File: src/rtl/ps2_mouse_byte_receiver_pkg.sv
// Shared encodings for the PS/2 mouse byte receiver and the mouse master.
// Error codes are reused by the master when deciding whether to re-initialise.
package ps2_mouse_byte_receiver_pkg;

    typedef enum logic [2:0] {
        IDLE,
        DATA,
        PARITY,
        STOP,
        DONE
    } state_t;

    localparam logic [1:0] ERR_NONE   = 2'b00;
    localparam logic [1:0] ERR_PARITY = 2'b01;
    localparam logic [1:0] ERR_STOP   = 2'b10;

    localparam int TIMEOUT_CYCLES_DEFAULT = 5000;
    localparam int FILTER_CYCLES_DEFAULT  = 8;

    // Odd parity over data+parity must come out as 1; the stop bit must be 1.
    function automatic logic [1:0] frame_error(
        input logic [7:0] d,
        input logic       p,
        input logic       s
    );
        logic [1:0] e;
        e = ERR_NONE;
        if (^{d, p} != 1'b1) e = e | ERR_PARITY;
        if (s != 1'b1)       e = e | ERR_STOP;
        return e;
    endfunction

endpackage

File: src/rtl/ps2_mouse_byte_receiver_if.sv
// Byte delivery bundle between the PS/2 receiver (master) and the mouse
// master state machine (slave).
interface ps2_mouse_byte_receiver_if;

    logic [7:0] BYTE_READ;
    logic [1:0] BYTE_ERROR_CODE;
    logic       BYTE_READY;
    logic       READ_ENABLE;

    modport master (
        output BYTE_READ,
        output BYTE_ERROR_CODE,
        output BYTE_READY,
        input  READ_ENABLE
    );

    modport slave (
        input  BYTE_READ,
        input  BYTE_ERROR_CODE,
        input  BYTE_READY,
        output READ_ENABLE
    );

endinterface

File: src/rtl/ps2_mouse_byte_receiver_line_conditioner.sv
// PS/2 line synchroniser and falling-edge detector, shared with the transmitter.
// Optional clock glitch filter enabled by PS2_RX_GLITCH_FILTER_EN.
module ps2_line_conditioner
`ifdef PS2_RX_GLITCH_FILTER_EN
#(
    parameter int FILTER_CYCLES = 8
)
`endif
(
    input  logic clk,
    input  logic reset,
    input  logic clk_line,
    input  logic data_line,
    output logic fall,
    output logic data
);

    logic [1:0] clk_sync;
    logic [1:0] data_sync;
    logic       lvl;
    logic       lvl_q;

    // Flops reset to the idle-high line level so reset never fakes an edge.
    always_ff @(posedge clk) begin
        if (reset) begin
            clk_sync  <= 2'b11;
            data_sync <= 2'b11;
        end else begin
            clk_sync  <= {clk_sync[0], clk_line};
            data_sync <= {data_sync[0], data_line};
        end
    end

`ifdef PS2_RX_GLITCH_FILTER_EN
    localparam int CW = $clog2(FILTER_CYCLES + 1);

    logic [CW-1:0] cnt;
    logic          filt;

    always_ff @(posedge clk) begin
        if (reset) begin
            filt <= 1'b1;
            cnt  <= '0;
        end else if (clk_sync[1] == filt) begin
            cnt <= '0;
        end else if (cnt == CW'(FILTER_CYCLES - 1)) begin
            filt <= clk_sync[1];
            cnt  <= '0;
        end else begin
            cnt <= cnt + 1'b1;
        end
    end

    assign lvl = filt;
`else
    assign lvl = clk_sync[1];
`endif

    always_ff @(posedge clk) begin
        if (reset) lvl_q <= 1'b1;
        else       lvl_q <= lvl;
    end

    assign fall = lvl_q & ~lvl;
    assign data = data_sync[1];

endmodule

File: src/rtl/ps2_mouse_byte_receiver.sv
// Device-to-host PS/2 frame deserialiser feeding the mouse master.
// Build option PS2_RX_GLITCH_FILTER_EN adds a clock glitch filter.
module ps2_mouse_byte_receiver
    import ps2_mouse_byte_receiver_pkg::*;
#(
    parameter int TIMEOUT_CYCLES = TIMEOUT_CYCLES_DEFAULT
`ifdef PS2_RX_GLITCH_FILTER_EN
  , parameter int FILTER_CYCLES  = FILTER_CYCLES_DEFAULT
`endif
)
(
    input  logic                       CLK,
    input  logic                       RESET,
    input  logic                       CLK_MOUSE_IN,
    input  logic                       DATA_MOUSE_IN,
    ps2_mouse_byte_receiver_if.master  bus
);

    localparam int TW = $clog2(TIMEOUT_CYCLES + 1);

    logic          fall;
    logic          data;
    state_t        state;
    logic [2:0]    bit_cnt;
    logic [7:0]    shift;
    logic          par;
    logic [TW-1:0] tmo;
    logic          in_frame;

`ifdef PS2_RX_GLITCH_FILTER_EN
    ps2_line_conditioner #(
        .FILTER_CYCLES (FILTER_CYCLES)
    ) u_cond (
`else
    ps2_line_conditioner u_cond (
`endif
        .clk       (CLK),
        .reset     (RESET),
        .clk_line  (CLK_MOUSE_IN),
        .data_line (DATA_MOUSE_IN),
        .fall      (fall),
        .data      (data)
    );

    assign in_frame = (state == DATA) || (state == PARITY) || (state == STOP);

    always_ff @(posedge CLK) begin
        if (RESET) begin
            state               <= IDLE;
            bit_cnt             <= '0;
            shift               <= '0;
            par                 <= 1'b0;
            tmo                 <= '0;
            bus.BYTE_READ       <= 8'h00;
            bus.BYTE_ERROR_CODE <= ERR_NONE;
            bus.BYTE_READY      <= 1'b0;
        end else begin
            bus.BYTE_READY <= 1'b0;

            if (in_frame && !fall) tmo <= tmo + 1'b1;
            else                   tmo <= '0;

            unique case (state)
                IDLE: begin
                    if (fall && bus.READ_ENABLE && !data) begin
                        state   <= DATA;
                        bit_cnt <= '0;
                    end
                end
                DATA: begin
                    if (fall) begin
                        shift[bit_cnt] <= data;
                        bit_cnt        <= bit_cnt + 3'd1;
                        if (bit_cnt == 3'd7) state <= PARITY;
                    end
                end
                PARITY: begin
                    if (fall) begin
                        par   <= data;
                        state <= STOP;
                    end
                end
                STOP: begin
                    if (fall) begin
                        bus.BYTE_READ       <= shift;
                        bus.BYTE_ERROR_CODE <= frame_error(shift, par, data);
                        bus.BYTE_READY      <= 1'b1;
                        state               <= DONE;
                    end
                end
                DONE: begin
                    state <= IDLE;
                end
                default: begin
                    state <= IDLE;
                end
            endcase

            // Stalled frame: drop it silently, outputs keep the last byte.
            if (in_frame && !fall && tmo == TW'(TIMEOUT_CYCLES - 1)) begin
                state <= IDLE;
                tmo   <= '0;
            end
        end
    end

endmodule
File: src/flat_wrapper.sv
// flat-port wrapper written by rule: the top's interface ports become plain ports
module ps2_mouse_byte_receiver_flat import ps2_mouse_byte_receiver_pkg::*;
#(
    parameter int TIMEOUT_CYCLES = TIMEOUT_CYCLES_DEFAULT

)
  (CLK, RESET, CLK_MOUSE_IN, DATA_MOUSE_IN, bus_BYTE_READ, bus_BYTE_ERROR_CODE, bus_BYTE_READY, bus_READ_ENABLE);
  ps2_mouse_byte_receiver_if bus_i ();
  input  logic CLK;
  input  logic RESET;
  input  logic CLK_MOUSE_IN;
  input  logic DATA_MOUSE_IN;
  output wire logic [$bits(bus_i.BYTE_READ)-1:0] bus_BYTE_READ;
  output wire logic [$bits(bus_i.BYTE_ERROR_CODE)-1:0] bus_BYTE_ERROR_CODE;
  output wire logic [$bits(bus_i.BYTE_READY)-1:0] bus_BYTE_READY;
  input wire logic [$bits(bus_i.READ_ENABLE)-1:0] bus_READ_ENABLE;
  assign bus_BYTE_READ = bus_i.BYTE_READ;
  assign bus_BYTE_ERROR_CODE = bus_i.BYTE_ERROR_CODE;
  assign bus_BYTE_READY = bus_i.BYTE_READY;
  assign bus_i.READ_ENABLE = bus_READ_ENABLE;
  ps2_mouse_byte_receiver #(.TIMEOUT_CYCLES(TIMEOUT_CYCLES)) u_core (.CLK(CLK), .RESET(RESET), .CLK_MOUSE_IN(CLK_MOUSE_IN), .DATA_MOUSE_IN(DATA_MOUSE_IN), .bus(bus_i));
endmodule
File: config.mk
export PLATFORM = sky130hd
export DESIGN_NAME = ps2_mouse_byte_receiver_flat
export DESIGN_NICKNAME = d
export VERILOG_FILES = /design/src/rtl/ps2_mouse_byte_receiver_pkg.sv /design/src/rtl/ps2_mouse_byte_receiver_if.sv /design/src/rtl/ps2_mouse_byte_receiver_line_conditioner.sv /design/src/rtl/ps2_mouse_byte_receiver.sv /design/src/flat_wrapper.sv
export SDC_FILE = /design/constraint.sdc
export NUM_CORES = 1
export LEC_CHECK = 0
export CAP_MARGIN = 25
export CORE_ASPECT_RATIO = 0.6
export CORE_UTILIZATION = 41
export DETAILED_ROUTE_END_ITERATION = 16
export GPL_TIMING_DRIVEN = 1
export HOLD_SLACK_MARGIN = 0.08
export PLACE_DENSITY = 0.62
export SYNTH_ARGS = -nofsm -noshare
export SYNTH_HDL_FRONTEND = slang
export SYNTH_HIERARCHICAL = 1
export SYNTH_SLANG_ARGS = --single-unit
File: constraint.sdc
create_clock -name CLK -period 2.2 [get_ports CLK]
set_clock_uncertainty 0.1 [all_clocks]
set_input_delay 0.44 -clock CLK [delete_from_list [all_inputs] [get_ports CLK]]
set_output_delay 0.44 -clock CLK [all_outputs]
set_load 0.005 [all_outputs]
==> metrics.yaml, run 1 <==
status:
  status: "finished clean"
flow_run:
  drv_cap: 0
timing:
  fin_crit_sh_pct: 78.49
  finalMaxSlewViolations: 0
  rsz0062_at_grt: "false"
  clock.fmax_ghz: 0.5791
  setup_viol: 0
  worst_slew_pin_slew_ps: 437.3
  tns_ps: 0
  fin_crit_ps: 1727
  finalHoldViolCount: 0
  max_slew_margin_pct: 70.57
  hold_ws_ps: 312.1
cts:
  cts_max_level: 2
  clk_latency_ps: 300
  cts_tree: "done"
  root_buffer: "clkbuf_8"
  clock_sink_count: 44
  clkTransAtPathRegs_ps: 80
  cts_resized: 0
  cts_setup_buffers: 0
  clockBufferDepth: 2
  postCtsHoldBufs: 0
  cts_inserted_buffers: 5
final_layout:
  seq_area_sq_um: 880.8
  num-fill-cells: 399
  fin_util_pct: 52.28
  nNetsFinal: 234
  layout-drive-gt1-share_pct: 8.370
  antenna_cells: 0
  multiInputGateArea_sq_um: 913.4
  area_delta_synth_final_pct: 18.25
routing:
  drt_iter0_markers: 115
  drc_errors: 0
  detail-route-antenna-nets: 0
  vias: 1409
  viasPerCell: 4.909
  totalWireLength_microns: 3652
  wire_per_inst_microns: 12.72
  first_pass_iters: 4
synth:
  synthMostInstantiatedCell: "dfxtp_1"
  syn_area_per_cell_sq_um: 8.913
  netlist_instances: 210
  syn-cell-area_sq_um: 1872
  synthTopCellsByCount: "44 x dfxtp_1, 35 x nor2_1, 24 x nand2_1"
  synth-async-reset-ratio_pct: 0
  ys_seq_area_share_pct: 47.06
  yosys_register_bits: 44
  synth-edff-count: 0
  ys_types: 36
  synthTopCellsByArea: "dfxtp_1 47%, nor2_1 7.0%, xnor2_1 6.6%"
  synthFlopType: "dfxtp_1"
  synth_top_area_cell: "dfxtp_1"
  synth_nets: 218
  ys_warn_count: 6
  yosys.area.top_type_share_pct: 47.06
worst_setup_path:
  cpPeakStageDelay_ps: 430
  critPathLaunchType: "flop"
  cp_max_fo: 9
  end_kind: "flop"
  required_ps: 2280
  crit_chain: "or3b_4, nor4_1, mux2i_1, nor2_1"
  arrival_ps: 1810
  slowest_stage: "or3b_4"
  path_class: "flop to flop"
  path_buf_inv: 0
  critPathTopFamily: "simple AND/OR/NAND/NOR gates"
global_routing:
  grt_pass1_wl_microns: 6127
  grt_pass1_vias: 1248
  antenna_found_initial: 0
  grt.overflow.total: 0
  grt_max_degree: 32
  grt.total_usage_pct: 17.51
pwr:
  p_per_area_nw_per_um2: 683.9
  fin_total_pwr_mw: 1.514
  p_leak_nw: 0.7579
  ir_drop_v: 0.0004353
floorplanning:
  io_pins: 16
  die_w_microns: 89.23
  die_h_microns: 54.34
  dieArea_sq_um: 4848
  rows: 18
  initial_core_util_pct: 44.21
  coreArea_sq_um: 4234
place:
  numPortBuffers: 15
  gp_congestion: 0.8048
  dpl.hpwl_microns: 2481
worst_hold_path:
  hp-class: "flop to flop"
-- path summary, 6_finish.rpt --
kind	from	depth (start not counted)	endpoint	slack (ps)
max reg2reg	u_core/state[2]	4	u_core/shift[5]	470
max	u_core/state[2]	4	u_core/shift[5]	470
min reg2reg	u_core/u_cond/clk_sync[0]	1	u_core/u_cond/clk_sync[1]	310
min	u_core/u_cond/clk_sync[0]	1	u_core/u_cond/clk_sync[1]	310
-- per-layer routing --
layer	global-route usage [%]	vias to the layer above	wire [microns]
met5	0	-	0
met4	7.143	0	51
met3	5.128	8	202
met2	21.50	27	1333
met1	27.24	635	2064
li1	-	739	-
-- placed cells by master (no fill, tap or decap), types with 3 or more instances in the layout --
cell type / count
clkdlybuf4s50_1: 15
clkbuf_8: 7
nor4_1: 5
nand3_1: 5
nand2_1: 24
nand4_1: 6
inv_1: 4
dfxtp_1: 44
nor2_1: 35
a21oi_1: 12
xnor2_1: 14
buf_4: 7
nor3_1: 5
nor2b_1: 3
xor2_1: 3
ha_1: 3
mux2i_1: 9
or2_1: 5
-- cell type report --
| class | count | area share, % |
|---|---|---|
| clock buffers | 7 | 4.353 |
| multi-input cells | 149 | 41.27 |
| flip-flops and latches | 44 | 39.80 |
| inverters | 4 | 0.6784 |
| clock inverters | 1 | 1.357 |
| well taps | 60 | 3.392 |
| repair buffers | 22 | 9.158 |
-- power by group --
part | internal (mW) | switching [mW]
Clock | 0.401 | 0.280
Sequential | 0.800 | 0.00100
Combinational | 0.0143 | 0.0180
-- sequential cells by signal, summed over array words and instances (netlist names) --
register                    count
u_core/bit_cnt                  3
u_core/state                    3
u_core/bus.BYTE_READ            8
u_core/u_cond/lvl_q             1
u_core/shift                    8
u_core/tmo                     13
u_core/par                      1
u_core/bus.BYTE_ERROR_CODE      2
u_core/bus.BYTE_READY           1
u_core/u_cond/data_sync         2
u_core/u_cond/clk_sync          2
-- cells by family after synthesis --
family	synth area share, %
simple gates	27.01
flops	47.06
compound gates	5.816
xor+xnor	9.158
buf+inv	4.144
mux	4.813
fa+ha+maj	2.006
-- metrics by stage --
stage / worst slack (ps) / instance area, sq um / instances
floorplan: 517.3 / 1872 / 210
global placement: 459.4 / 2087 / 279
detailed placement: 467.9 / 2087 / 279
CTS: 454.5 / 2213 / 287
global route: 328.1 / 2213 / 287
finish: 473.3 / 2213 / 287
-- worst reg2reg max path, stage by stage (launching register included) --
cell and delay (ps):
dfxtp_1 390, or3b_4 430, nor4_1 410, mux2i_1 240, nor2_1 50
Power figures use the tool's default switching activity.
==> run 2, diff against run 1 <==
==> constraint.sdc (replaced) <==
create_clock -name CLK -period 1.7 [get_ports CLK]
set_clock_uncertainty 0.1 [all_clocks]
set_input_delay 0.34 -clock CLK [delete_from_list [all_inputs] [get_ports CLK]]
set_output_delay 0.34 -clock CLK [all_outputs]
set_load 0.005 [all_outputs]
==> metrics.yaml, run 2 (same netlist as run 1, synthesis figures left out) <==
status:
  status: "finished clean"
worst_hold_path:
  worstHoldEndpoint: "u_core/u_cond/clk_sync[1]"
  holdPathStages: 1  # unchanged
  hp-class: "flop to flop"
  hold_path_startpoint: "u_core/u_cond/clk_sync[0]"
cts:
  clock_sink_count: 44  # unchanged
  clkTransAtPathRegs_ps: 80  # about the same
  cts_inserted_buffers: 5  # unchanged
  clk_latency_ps: 300  # about the same
  cts_tree: "done"
  cts_max_level: 2  # unchanged
  clockBufferDepth: 2  # unchanged
  postCtsHoldBufs: 0  # unchanged
  root_buffer: "clkbuf_8"
worst_setup_path:
  required_ps: 1790  # -490 ps
  arrival_ps: 1720  # -90 ps
  critPathLaunchType: "flop"
  cp_max_fo: 4  # -5
  rr_startpoint: "u_core/state[1]"
  end_kind: "flop"
  r2r-end: "u_core/shift[1]"
  rrSetupSlack_ps: 70  # -400 ps
  path_class: "flop to flop"
  reg2reg_depth: 4  # unchanged
  startpoint: "u_core/state[1]"
routing:
  totalWireLength_microns: 3829  # +4.8%
  detail-route-antenna-nets: 0  # unchanged
  route.met3.wl_microns: 143  # -29%
  wl_met2_microns: 1418  # +6.4%
  drc_errors: 0  # unchanged
  wire_per_inst_microns: 12.98  # +2.0%
  viasPerCell: 4.946  # +0.74%
  first_pass_iters: 4  # unchanged
  wl_met1_microns: 2216  # +7.4%
  vias: 1459  # +3.5%
  drt_iter0_markers: 98  # -15%
  top_layer: "met4"
timing:
  setup_viol: 0  # unchanged
  finalHoldViolCount: 0  # unchanged
  tns_ps: 0  # unchanged
  fin_crit_ps: 1631  # -95.66 ps
  fin_crit_sh_pct: 95.95  # +17 points
  rsz0062_at_grt: "false"
  worst_slew_pin_slew_ps: 427.3  # -10.01 ps
  hold_ws_ps: 306.6  # -5.480 ps
  finalMaxSlewViolations: 0  # unchanged
  max_slew_margin_pct: 71.25  # +0.67 points
  clock.fmax_ghz: 0.6131  # +5.9%
global_routing:
  antenna_found_initial: 0  # unchanged
  grt.overflow.total: 0  # unchanged
  grt_pass1_vias: 1302  # +4.3%
  grt.total_usage_pct: 17.90  # +0.39 points
  grt_pass1_wl_microns: 6299  # +2.8%
  grt_max_degree: 17  # -47%
pwr:
  internal-power_mw: 1.491  # +23%
  combPwrFrac_pct: 2.4  # +0.3 points
  p_seq_share_pct: 55.5  # +2.6 points
  p_per_area_nw_per_um2: 820.7  # +20%
  ir_drop_v: 0.0004302  # -1.2%
  fin_total_pwr_mw: 1.867  # +23%
  switching_power_mw: 0.3756  # +26%
  clkPwrFrac_pct: 42.0  # -3.0 points
  swShare_pct: 20.12  # +0.37 points
  p_leak_nw: 0.7931  # +4.6%
floorplanning:
  initial_core_util_pct: 44.21  # unchanged
  io_pins: 16  # unchanged
  rows: 18  # unchanged
  dieArea_sq_um: 4848  # unchanged
  die_w_microns: 89.23  # unchanged
  coreArea_sq_um: 4234  # unchanged
  die_h_microns: 54.34  # unchanged
place:
  gp_congestion: 0.7309  # -9.2%
  numPortBuffers: 15  # unchanged
  dpl.hpwl_microns: 2647  # +6.7%
final_layout:
  largest-register: "u_core/tmo"
  largest_reg_flops: 13  # unchanged
  layout-drive-gt1-share_pct: 11.91  # +3.5 points
  area_delta_synth_final_pct: 21.52
  layout_commonest_cell: "dfxtp_1"
  antenna_cells: 0  # unchanged
  biggestRegsByFlops: "u_core/tmo: 13 flops, u_core/bus.BYTE_READ: 8 flops, u_core/shift: 8 flops"
  layout_common_cells: "44 x dfxtp_1, 35 x nor2_1, 23 x nand2_1, 15 x clkdlybuf4s50_1"
  num-fill-cells: 427  # +7.0%
  nNetsFinal: 242  # +3.4%
flow_run:
  drv_cap: 0  # unchanged
-- run 2: cell types whose count changed in the layout (fill, tap and decap cells not counted), sizes merged --
cell,change
clkinv,+1
clkbuf,-1
or3,+1
buf,+7
-- run 2: final cells by class --
cell class                      count  area (sq um)  share of cell area [%]
Sequential cell                    44         880.8                   38.72
Clock buffer                        6         72.57                   3.190
Clock inverter                      2         35.03                   1.540
Multi-Input combinational cell    150         940.9                   41.36
Timing Repair Buffer               29         255.2                   11.22
Inverter                            4         15.01                  0.6601
Tap cell                           60         75.07                   3.300
-- run 2: per-stage QoR --
| step | worst slack, ps | cell area [sq um] | cells | utilization (%) |
|---|---|---|---|---|
| finish | 68.92 | 2275 | 295 | 53.72 |
| global route | 5.824 | 2275 | 295 | 53.72 |
| CTS | 34.23 | 2247 | 294 | 53.07 |
| detailed placement | 40.17 | 2140 | 286 | 50.53 |
| global placement | 62.32 | 2140 | 286 | 50.53 |
| floorplan | 17.34 | 1872 | 210 | - |
-- run 2: worst max-delay path by stage --
stage,depth (start not counted),end,slack (ps)
finish,4,u_core/shift[1],70
detailed placement,4,u_core/tmo[4],40
floorplan,6,u_core/bit_cnt[0],20
CTS,4,u_core/tmo[2],30
global placement,4,u_core/tmo[2],60
global route,5,u_core/state[1],6
-- run 2: routing by layer --
metal	track usage, %	up-vias
met5	0	-
met4	7.672	0
met3	5.279	7
met2	23.41	28
met1	26.64	667
li1	-	757
-- run 2: power by group through the flow --
| stage | clock, mW | sequential [mW] | combinational (mW) |
|---|---|---|---|
| final | 0.785 | 1.04 | 0.0456 |
| after global routing | 0.859 | 1.04 | 0.0498 |
| after CTS | 0.807 | 1.04 | 0.0448 |
| after detailed placement | 0 | 1.06 | 0.0442 |
| after global placement | 0 | 1.06 | 0.0443 |
| after floorplan | 0 | 1.06 | 0.0223 |
-- run 2: critical path: stages, from the launching register on --
cell	delay [ps]
dfxtp_1	320
or3b_4	420
nor4_1	400
mux2i_1	230
nor2_1	50
-- run 2: what timing repair did --
action                                  4_1_cts  5_1_grt
resized for setup                             0        5
buffers inserted                              0        0
endpoints found under the setup margin        0       20
